==> src/rtl/fp_pkg.sv <==
// Shared types and helpers for the FP special-operand resolver.
// Operand classes, operation encodings and the canonical quiet NaN pattern.
package fp_pkg;

    typedef enum logic [2:0] {
        FP_ZERO = 3'd0,
        FP_SUB  = 3'd1,
        FP_NORM = 3'd2,
        FP_INF  = 3'd3,
        FP_QNAN = 3'd4,
        FP_SNAN = 3'd5
    } fp_class_e;

    typedef enum logic [1:0] {
        OP_ADD  = 2'b00,
        OP_SUB  = 2'b01,
        OP_MUL  = 2'b10,
        OP_RSVD = 2'b11
    } fp_op_e;

    localparam int FP_MAX_W = 64;

    // Sign 0, exponent all ones, fraction MSB set; caller slices to its width.
    function automatic logic [FP_MAX_W-1:0] canonical_qnan(input int exp_w, input int man_w);
        logic [FP_MAX_W-1:0] q;
        q = '0;
        for (int i = 0; i < FP_MAX_W; i++) begin
            if (i >= man_w - 1 && i < man_w + exp_w) begin
                q[i] = 1'b1;
            end
        end
        return q;
    endfunction

endpackage

==> src/rtl/fp_classify.sv <==
// Combinational operand classifier: splits an IEEE-754 operand into its class.
module fp_classify
    import fp_pkg::*;
#(
    parameter int EXP_W = 8,
    parameter int MAN_W = 23,
    parameter int DAZ   = 0,
    localparam int W    = 1 + EXP_W + MAN_W
) (
    input  logic [W-1:0] operand,
    output fp_class_e    op_class
);

    logic [EXP_W-1:0] exp_field;
    logic [MAN_W-1:0] frac_field;

    assign exp_field  = operand[W-2:MAN_W];
    assign frac_field = operand[MAN_W-1:0];

    always_comb begin
        op_class = FP_NORM;
        if (exp_field == '1) begin
            if (frac_field == '0) begin
                op_class = FP_INF;
            end else if (frac_field[MAN_W-1]) begin
                op_class = FP_QNAN;
            end else begin
                op_class = FP_SNAN;
            end
        end else if (exp_field == '0) begin
            // Flushed subnormals behave as signed zeros everywhere downstream.
            if (frac_field == '0 || DAZ != 0) begin
                op_class = FP_ZERO;
            end else begin
                op_class = FP_SUB;
            end
        end
    end

endmodule

==> src/rtl/fp_special_case_unit.sv <==
// Two-stage special-operand resolver for FP add/sub/mul: classifies operands,
// produces the bypass result when special cases decide it, and keeps a sticky invalid flag.
module fp_special_case_unit
    import fp_pkg::*;
#(
    parameter int EXP_W = 8,
    parameter int MAN_W = 23,
    parameter int DAZ   = 0,
    localparam int W    = 1 + EXP_W + MAN_W
) (
    input  logic         clk,
    input  logic         rst_n,
    input  logic         in_valid,
    output logic         in_ready,
    input  logic [1:0]   op,
    input  logic         rm_down,
    input  logic [W-1:0] a,
    input  logic [W-1:0] b,
    output logic         out_valid,
    input  logic         out_ready,
    output logic         special,
    output logic [W-1:0] special_result,
    output logic [2:0]   a_class,
    output logic [2:0]   b_class,
    output logic         invalid,
    input  logic         clr_flags,
    output logic         flag_invalid
);

    localparam logic [FP_MAX_W-1:0] QNAN_FULL = canonical_qnan(EXP_W, MAN_W);
    localparam logic [W-1:0]        QNAN      = QNAN_FULL[W-1:0];
    localparam logic [W-2:0]        INF_MAG   = {{EXP_W{1'b1}}, {MAN_W{1'b0}}};

    fp_class_e a_cls, b_cls;

    fp_classify #(.EXP_W(EXP_W), .MAN_W(MAN_W), .DAZ(DAZ)) u_class_a (.operand(a), .op_class(a_cls));
    fp_classify #(.EXP_W(EXP_W), .MAN_W(MAN_W), .DAZ(DAZ)) u_class_b (.operand(b), .op_class(b_cls));

    logic         s1_valid, s2_valid;
    logic         s2_advance, s1_advance;
    fp_class_e    s1_a_class, s1_b_class;
    fp_op_e       s1_op;
    logic         s1_rm_down;
    logic [W-1:0] s1_a, s1_b;

    logic         s2_special, s2_invalid, s2_flag;
    logic [W-1:0] s2_result;
    fp_class_e    s2_a_class, s2_b_class;

    assign s2_advance = !s2_valid || out_ready;
    assign s1_advance = !s1_valid || s2_advance;
    assign in_ready   = s1_advance;

    logic         res_special, res_invalid;
    logic [W-1:0] res_result;
    logic         a_sign, sb_eff, mul_sign;
    logic         a_nan, b_nan, a_snan, b_snan, a_inf, b_inf, a_zero, b_zero;

    always_comb begin
        a_sign   = s1_a[W-1];
        sb_eff   = s1_b[W-1] ^ (s1_op == OP_SUB);
        mul_sign = s1_a[W-1] ^ s1_b[W-1];
        a_snan   = (s1_a_class == FP_SNAN);
        b_snan   = (s1_b_class == FP_SNAN);
        a_nan    = a_snan || (s1_a_class == FP_QNAN);
        b_nan    = b_snan || (s1_b_class == FP_QNAN);
        a_inf    = (s1_a_class == FP_INF);
        b_inf    = (s1_b_class == FP_INF);
        a_zero   = (s1_a_class == FP_ZERO);
        b_zero   = (s1_b_class == FP_ZERO);

        res_special = 1'b1;
        res_invalid = 1'b0;
        res_result  = '0;

        if (a_nan || b_nan || s1_op == OP_RSVD) begin
            res_result  = QNAN;
            res_invalid = a_snan || b_snan || (s1_op == OP_RSVD);
        end else if (s1_op != OP_MUL) begin
            if (a_inf && b_inf && a_sign != sb_eff) begin
                res_result  = QNAN;
                res_invalid = 1'b1;
            end else if (a_inf) begin
                res_result = {a_sign, INF_MAG};
            end else if (b_inf) begin
                res_result = {sb_eff, INF_MAG};
            end else if (a_zero && b_zero) begin
                // Opposite-signed zeros sum to +0 except when rounding toward negative.
                res_result = {(a_sign == sb_eff) ? a_sign : s1_rm_down, {(W-1){1'b0}}};
            end else if (a_zero) begin
                res_result = {sb_eff, s1_b[W-2:0]};
            end else if (b_zero) begin
                res_result = s1_a;
            end else begin
                res_special = 1'b0;
            end
        end else begin
            if ((a_inf && b_zero) || (a_zero && b_inf)) begin
                res_result  = QNAN;
                res_invalid = 1'b1;
            end else if (a_inf || b_inf) begin
                res_result = {mul_sign, INF_MAG};
            end else if (a_zero || b_zero) begin
                res_result = {mul_sign, {(W-1){1'b0}}};
            end else begin
                res_special = 1'b0;
            end
        end
    end

    always_ff @(posedge clk or negedge rst_n) begin
        if (!rst_n) begin
            s1_valid   <= 1'b0;
            s1_a_class <= FP_ZERO;
            s1_b_class <= FP_ZERO;
            s1_op      <= OP_ADD;
            s1_rm_down <= 1'b0;
            s1_a       <= '0;
            s1_b       <= '0;
        end else if (s1_advance) begin
            s1_valid <= in_valid;
            if (in_valid) begin
                s1_a_class <= a_cls;
                s1_b_class <= b_cls;
                s1_op      <= fp_op_e'(op);
                s1_rm_down <= rm_down;
                s1_a       <= a;
                s1_b       <= b;
            end
        end
    end

    always_ff @(posedge clk or negedge rst_n) begin
        if (!rst_n) begin
            s2_valid   <= 1'b0;
            s2_special <= 1'b0;
            s2_result  <= '0;
            s2_invalid <= 1'b0;
            s2_a_class <= FP_ZERO;
            s2_b_class <= FP_ZERO;
        end else if (s2_advance) begin
            s2_valid <= s1_valid;
            if (s1_valid) begin
                s2_special <= res_special;
                s2_result  <= res_result;
                s2_invalid <= res_invalid;
                s2_a_class <= s1_a_class;
                s2_b_class <= s1_b_class;
            end
        end
    end

    // A transfer that raises invalid takes precedence over a same-cycle clear.
    always_ff @(posedge clk or negedge rst_n) begin
        if (!rst_n) begin
            s2_flag <= 1'b0;
        end else if (s2_valid && out_ready && s2_invalid) begin
            s2_flag <= 1'b1;
        end else if (clr_flags) begin
            s2_flag <= 1'b0;
        end
    end

    assign out_valid      = s2_valid;
    assign special        = s2_special;
    assign special_result = s2_result;
    assign invalid        = s2_invalid;
    assign a_class        = s2_a_class;
    assign b_class        = s2_b_class;
    assign flag_invalid   = s2_flag;

endmodule

==> config.mk <==
export PLATFORM = sky130hd
export DESIGN_NAME = fp_special_case_unit
export DESIGN_NICKNAME = d
export VERILOG_FILES = /design/src/rtl/fp_pkg.sv /design/src/rtl/fp_classify.sv /design/src/rtl/fp_special_case_unit.sv
export SDC_FILE = /design/constraint.sdc
export NUM_CORES = 1
export LEC_CHECK = 0
export ABC_AREA = 1
export CORE_MARGIN = 4
export CORE_UTILIZATION = 35
export CTS_BUF_LIST = sky130_fd_sc_hd__clkbuf_4
export CTS_CLUSTER_SIZE = 10
export DETAILED_ROUTE_END_ITERATION = 12
export GPL_ROUTABILITY_DRIVEN = 0
export SLEW_MARGIN = 15
export SYNTH_ARGS = -nofsm -noshare
export SYNTH_HDL_FRONTEND = slang
export SYNTH_HIERARCHICAL = 1
export SYNTH_SLANG_ARGS = --single-unit
==> constraint.sdc <==
create_clock -name clk -period 2.3 [get_ports clk]
set_clock_uncertainty 0.1 [all_clocks]
set_input_delay 0.46 -clock clk [delete_from_list [all_inputs] [get_ports clk]]
set_output_delay 0.46 -clock clk [all_outputs]
set_load 0.01 [all_outputs]
==> flow_metrics.env, run 1 <==
export IMPL_run_status="finished clean"
export IMPL_r2r_end="special_result[2]$_DFFE_PN0P_"
export IMPL_relSlewSlack=0.6976
export IMPL_cts_setup_buffers=0
export IMPL_start_util=0.3625
export IMPL_rows=44
export IMPL_reg2regPathDepth=6
export IMPL_cp_slowest_stage_delay_ns=0.55
export IMPL_cpMostUsedCell="clkdlybuf4s50_1"
export IMPL_clk_pin_slew_worst_paths_ns=0.11
export IMPL_maxCapViolations=0
export IMPL_wirelength_mm=13.76
export IMPL_die_h_um=131.6
export IMPL_vias=4613
export IMPL_hold_viol_final=0
export IMPL_fin_nets=836
export IMPL_crit_required_ns=1.74
export IMPL_die_w_um=131.6
export IMPL_p_leak_nw=3.156
export IMPL_syn_area_um2=5349
export IMPL_die_area_um2=17320
export IMPL_cts_tree="built"
export IMPL_grt_pass1_wl_mm=22.88
export IMPL_startpoint_type="input pin"
export IMPL_r2r_start="s1_a_class[1]$_DFFE_PN0P_"
export IMPL_tns_ns=0
export IMPL_path_class="input pin to primary output"
export IMPL_ys_seq_area_frac=0.5427
export IMPL_synthArstFlopShare=1.000
export IMPL_grt_setup_unrepaired="no"
export IMPL_setup_violations=0
export IMPL_drc_errors=0
export IMPL_busiest_layer="met2"
export IMPL_crit_path_max_fanout=2
export IMPL_core_area_um2=14750
export IMPL_overflow=0
export IMPL_grt_use_met3=0.06193
export IMPL_wl_per_cell_um=14.33
export IMPL_fin_area_um2=6999
export IMPL_cts_root_buf="clkbuf_4"
export IMPL_n_antenna_cell=0
export IMPL_hold_path_class="input pin to asynchronous set/reset pin"
export IMPL_synth_nets=719
export IMPL_ys_flop_type="dfrtp_1"
export IMPL_drtIter0Drc=201
export IMPL_ctsHtreeMaxLevel=4
export IMPL_cts_buffers=17
export IMPL_syn_to_final_growth_pct=30.85
export IMPL_vdd_drop_max_mv=0.3192
export IMPL_synth_seq_cells=116
export IMPL_yosysUniqueCellTypes=24
export IMPL_fmax_ghz=0.4500
export IMPL_ant_nets=0
export IMPL_arrival_ns=1.66
export IMPL_syn_inst=647
export IMPL_grt_use_met2=0.2602
export IMPL_dr_pass1_iters=4
export IMPL_synth_area_per_cell_um2=8.267
export IMPL_clock_sinks=116
export IMPL_period_needed_ns=2.222
export IMPL_io_pin_count=115
export IMPL_period_share=0.9663
export IMPL_grt_pass1_vias=4708
export IMPL_yosysWarnings=6
export IMPL_dp_hpwl_mm=10.04
export IMPL_port_buffers=114
export IMPL_clk_path_buf_depth=2
export IMPL_drive_gt1_frac=0.09536
export IMPL_worst_pin_slew_ns=0.4536
export IMPL_grt_util_met1=0.2051
export IMPL_antenna_found_initial=0
export IMPL_critPathCaptureType="primary output"
export IMPL_track_usage=0.1632
export IMPL_drv_slew=0
export IMPL_placed_cell_area_um2=6736
export IMPL_grt_start_max_net_pins=56
export IMPL_synth_edff_count=0
export IMPL_vias_per_cell=4.805
export IMPL_p_per_area_nw_per_um2=720.1
export IMPL_cp_cell_sequence="clkdlybuf4s50_1 > inv_1 > nand3_1 > clkdlybuf4s50_1"
export IMPL_critPathSlowestCell="clkdlybuf4s50_1"
export IMPL_insertion_delay_ns=0.50
export IMPL_reg2reg_slack_ns=0.44
worst max-delay path by stage:
| stage | from | to | cells past startpoint |
|---|---|---|---|
| after floorplan | out_ready | s1_a[30]$_DFFE_PN0P_ | 5 |
| after global placement | out_ready | in_ready | 4 |
| after detailed placement | out_ready | in_ready | 4 |
| after CTS | out_ready | in_ready | 4 |
| after global routing | out_ready | in_ready | 4 |
| final | out_ready | in_ready | 4 |
timing repair:
item,4_1_cts,5_1_grt
resized for setup,0,0
hold endpoints to repair,29,0
hold buffers,1,0
registers in the layout (all words and copies together), names as in the netlist, 2 cells and up:
name and flops:
s1_b_class 3, s1_b 32, b_class 3, s1_op 2, special_result 32, a_class 3, s1_a_class 3, s1_a 32
worst max-delay path: cells and delay by family:
kind                   cells  cell delay (ns)
and+or+nand+nor            1             0.10
buffers and inverters      3             1.10
kinds of logic (layout without fill, tap and decap cells):
logic type | Yosys count | in the layout | share of synthesized area
and+or+nand+nor | 242 | 242 | 0.1993
muxes | 4 | 4 | 0.008420
DFF | 116 | 116 | 0.5427
buffers and inverters | 135 | 264 | 0.1001
AOI/OAI and AO/OA | 150 | 150 | 0.1495
power breakdown:
| group | total, mW | internal [mW] | switching [mW] |
|---|---|---|---|
| Sequential | 2.47 | 2.33 | 0.133 |
| Clock | 1.37 | 0.627 | 0.744 |
| Combinational | 1.20 | 0.549 | 0.655 |
synthesized netlist by cell type, drive strengths merged, types with 3 or more instances:
cell | instances | area, um2
mux2 | 4 | 45.04
a21oi | 83 | 419.2
nand2 | 89 | 334.1
inv | 107 | 401.6
nor3 | 3 | 26.28
dfrtp | 116 | 2903
nand4 | 7 | 43.79
o22ai | 33 | 206.5
clkbuf | 15 | 56.30
nand3 | 14 | 122.6
nor2 | 128 | 533.0
o21ai | 33 | 165.2
buf | 13 | 77.57
routing by layer:
layer	up-vias	part of all wire	wire, um
met3	17	0.063	871
met1	2174	0.45	6234
li1	2292	-	-
met5	-	0	0
met2	130	0.47	6424
met4	0	0.017	229
stage by stage:
step                setup slack (ns)  total power, mW  utilization  hold slack, ns  cells
finish                       0.07761            5.040       0.4744          0.3481    960
global route                0.007101            5.350       0.4744          0.3250    960
CTS                          0.05395            5.103       0.4744          0.2947    960
detailed placement           0.06088            3.720       0.4566          0.3365    928
global placement             0.06575            3.679       0.4566          0.3330    928
floorplan                     0.6949            3.108            -         0.06441    647
cells in the final DEF, fill, tap and decap left out:
cell type | netlist | layout
a21oi_1 | 82 | 82
a21oi_2 | 1 | 1
a22o_1 | 1 | 1
buf_12 | 0 | 5
buf_4 | 0 | 7
bufinv_16 | 0 | 2
clkbuf_4 | 0 | 18
clkdlybuf4s50_1 | 0 | 113
clkinv_1 | 0 | 4
clkinv_2 | 0 | 4
clkinvlp_4 | 0 | 3
dfrtp_1 | 116 | 116
dlygate4sd3_1 | 0 | 1
inv_1 | 96 | 96
inv_2 | 11 | 11
mux2_2 | 4 | 4
nand2_1 | 89 | 88
nand2_4 | 0 | 1
nand3_1 | 8 | 8
nand3_2 | 3 | 3
nand3_4 | 3 | 3
nand4_1 | 7 | 7
nor2_1 | 117 | 117
nor2_2 | 6 | 6
nor2_4 | 5 | 5
nor3_1 | 2 | 2
nor3_4 | 1 | 1
nor4_1 | 1 | 1
o21ai_0 | 8 | 8
o21ai_1 | 25 | 25
o22ai_1 | 33 | 33
final cells by class:
| type | instances | area (um2) |
|---|---|---|
| Timing Repair Buffer | 126 | 1294 |
| Inverter | 107 | 401.6 |
| Sequential cell | 116 | 2903 |
| Multi-Input combinational cell | 396 | 1918 |
| Clock inverter | 13 | 117.6 |
| Clock buffer | 18 | 135.1 |
| Fill cell | 1432 | 7755 |
| Tap cell | 184 | 230.2 |
No activity file was read; power rests on OpenSTA's default activity.
==> run 2, diff against run 1 <==
- CAP_MARGIN: unset -> 30
- PLACE_DENSITY: unset -> 0.69
==> run 2 against run 1 <==
Effect of this change: wire length down 2.2%; sequential share of layout area down 0.10 points; largest cell class unchanged; die area unchanged; total power up 0.21%; design area up 0.25%; clock-buffer cell count up 4; global-route usage down 0.22 points; utilization up 0.12 points.
==> flow_metrics.env, run 2 (synthesis gave the netlist of run 1 again) <==
export IMPL_run_status="finished clean"
export IMPL_placed_cell_area_um2=6746
export IMPL_vias_per_cell=4.664
export IMPL_wirelength_mm=13.46
export IMPL_ctsHtreeMaxLevel=4
export IMPL_antenna_found_initial=0
export IMPL_cts_tree="built"
export IMPL_drtIter0Drc=235
export IMPL_reg2reg_slack_ns=0.48
export IMPL_setup_violations=0
export IMPL_grt_start_max_net_pins=48
export IMPL_grt_util_met1=0.1984
export IMPL_cp_cell_sequence="clkdlybuf4s50_1"
export IMPL_dp_hpwl_mm=9.707
export IMPL_drive_gt1_frac=0.09756
export IMPL_cts_buffers=17
export IMPL_start_util=0.3625
export IMPL_core_area_um2=14750
export IMPL_period_needed_ns=2.041
export IMPL_drv_slew=0
export IMPL_arrival_ns=1.48
export IMPL_grt_use_met2=0.2607
export IMPL_maxCapViolations=0
export IMPL_p_leak_nw=3.177
export IMPL_fin_nets=839
export IMPL_relSlewSlack=0.6898
export IMPL_reg2regPathDepth=6
export IMPL_vias=4491
export IMPL_crit_path_max_fanout=4
export IMPL_vdd_drop_max_mv=0.2926
export IMPL_fin_cells=963
export IMPL_fillerInstances=1470
export IMPL_track_usage=0.1610
export IMPL_fmax_ghz=0.4900
export IMPL_clk_pin_slew_worst_paths_ns=0.09
export IMPL_cp_slowest_stage_delay_ns=0.56
export IMPL_insertion_delay_ns=0.53
export IMPL_period_share=0.8874
export IMPL_ant_nets=0
export IMPL_die_area_um2=17320
export IMPL_dp_cells=931
export IMPL_final_cell_mix="nor2_1, dfrtp_1, clkdlybuf4s50_1"
export IMPL_r2r_start="s1_b_class[0]$_DFFE_PN0P_"
export IMPL_critPathSlowestCell="clkdlybuf4s50_1"
export IMPL_final_common_cell="nor2_1"
export IMPL_path_buf_inv=1
export IMPL_startpoint_type="flop"
export IMPL_clock_sinks=116
export IMPL_finalPower_mw=5.051
export IMPL_overflow=0
export IMPL_cts_root_buf="clkbuf_4"
export IMPL_hold_path_class="input pin to asynchronous set/reset pin"
export IMPL_path_class="flop to primary output"
export IMPL_worst_pin_slew_ns=0.4636
export IMPL_grt_setup_unrepaired="no"
export IMPL_grt_pass1_wl_mm=22.12
export IMPL_tns_ns=0
export IMPL_critPathCaptureType="primary output"
export IMPL_crit_required_ns=1.74
export IMPL_critPathTopFamily="buffers and inverters"
export IMPL_grt_pass1_vias=4489
export IMPL_rows=44
export IMPL_syn_to_final_growth_pct=31.18
export IMPL_fin_area_um2=7017
export IMPL_hold_viol_final=0
export IMPL_p_per_area_nw_per_um2=719.9
export IMPL_register_area_um2=2903
export IMPL_die_w_um=131.6
export IMPL_multi_input_area_um2=1923
export IMPL_holdWs_ns=0.3023
export IMPL_drc_errors=0
export IMPL_clk_path_buf_depth=2
export IMPL_dr_pass1_iters=5
export IMPL_io_pin_count=115
export IMPL_die_h_um=131.6
export IMPL_wl_per_cell_um=13.98
export IMPL_cts_setup_buffers=0
export IMPL_r2r_end="special_result[7]$_DFFE_PN0P_"
export IMPL_busiest_layer="met2"
export IMPL_grt_use_met3=0.06651
export IMPL_port_buffers=114
export IMPL_n_antenna_cell=0
## run 2: changes by cell type in the layout (fill, tap and decap cells not counted)
cell / previous run / this run
buf_12: 5 / 4
buf_4: 7 / 11
clkbuf_4: 18 / 22
clkdlybuf4s50_1: 113 / 112
clkinv_1: 4 / 6
clkinv_2: 4 / 1
clkinvlp_4: 3 / 0
dlymetal6s2s_1: 0 / 1
nand3_1: 8 / 7
nand3_2: 3 / 4
## run 2: area by class of cell
class,instances,area share
inverters,107,0.05724
well taps,184,0.03281
multi-input cells,396,0.2741
clock buffers,22,0.02354
repair buffers,129,0.1862
clock inverters,9,0.01248
flip-flops and latches,116,0.4137
## run 2: power by group
group	internal [mW]	switching, mW
Sequential	2.33	0.124
Combinational	0.549	0.646
Clock	0.677	0.724
## run 2: worst max-delay path by stage
stage          cells after the start                   from  slack, ns              endpoint
6_report                           1  out_valid$_DFFE_PN0P_       0.26             out_valid
5_1_grt                            1  out_valid$_DFFE_PN0P_       0.13             out_valid
4_1_cts                            2  out_valid$_DFFE_PN0P_       0.04              in_ready
3_5_place_dp                       4              out_ready      -0.02              in_ready
3_3_place_gp                       4              out_ready      -0.02              in_ready
2_1_floorplan                      5              out_ready       0.69  s1_a[30]$_DFFE_PN0P_
## run 2: metal layers
metal / up-vias / share of wire
met3: 14 / 0.069
met5: - / 0
met2: 114 / 0.47
met1: 2056 / 0.45
met4: 0 / 0.014
li1: 2307 / -
## run 2: repair_timing
item                                   4_1_cts  5_1_grt
pin swaps                                    0        0
endpoints found under the hold margin       24        0
setup endpoints to repair                    1        1
hold buffers                                 1        0
gates resized for setup                      1        1
## run 2: through the flow
| step | worst slack (ns) | util |
|---|---|---|
| final | 0.2590 | 0.4756 |
| after global routing | 0.1309 | 0.4756 |
| after CTS | 0.03545 | 0.4754 |
| after detailed placement | -0.01885 | 0.4573 |
| after global placement | -0.01596 | 0.4573 |
| after floorplan | 0.6949 | - |
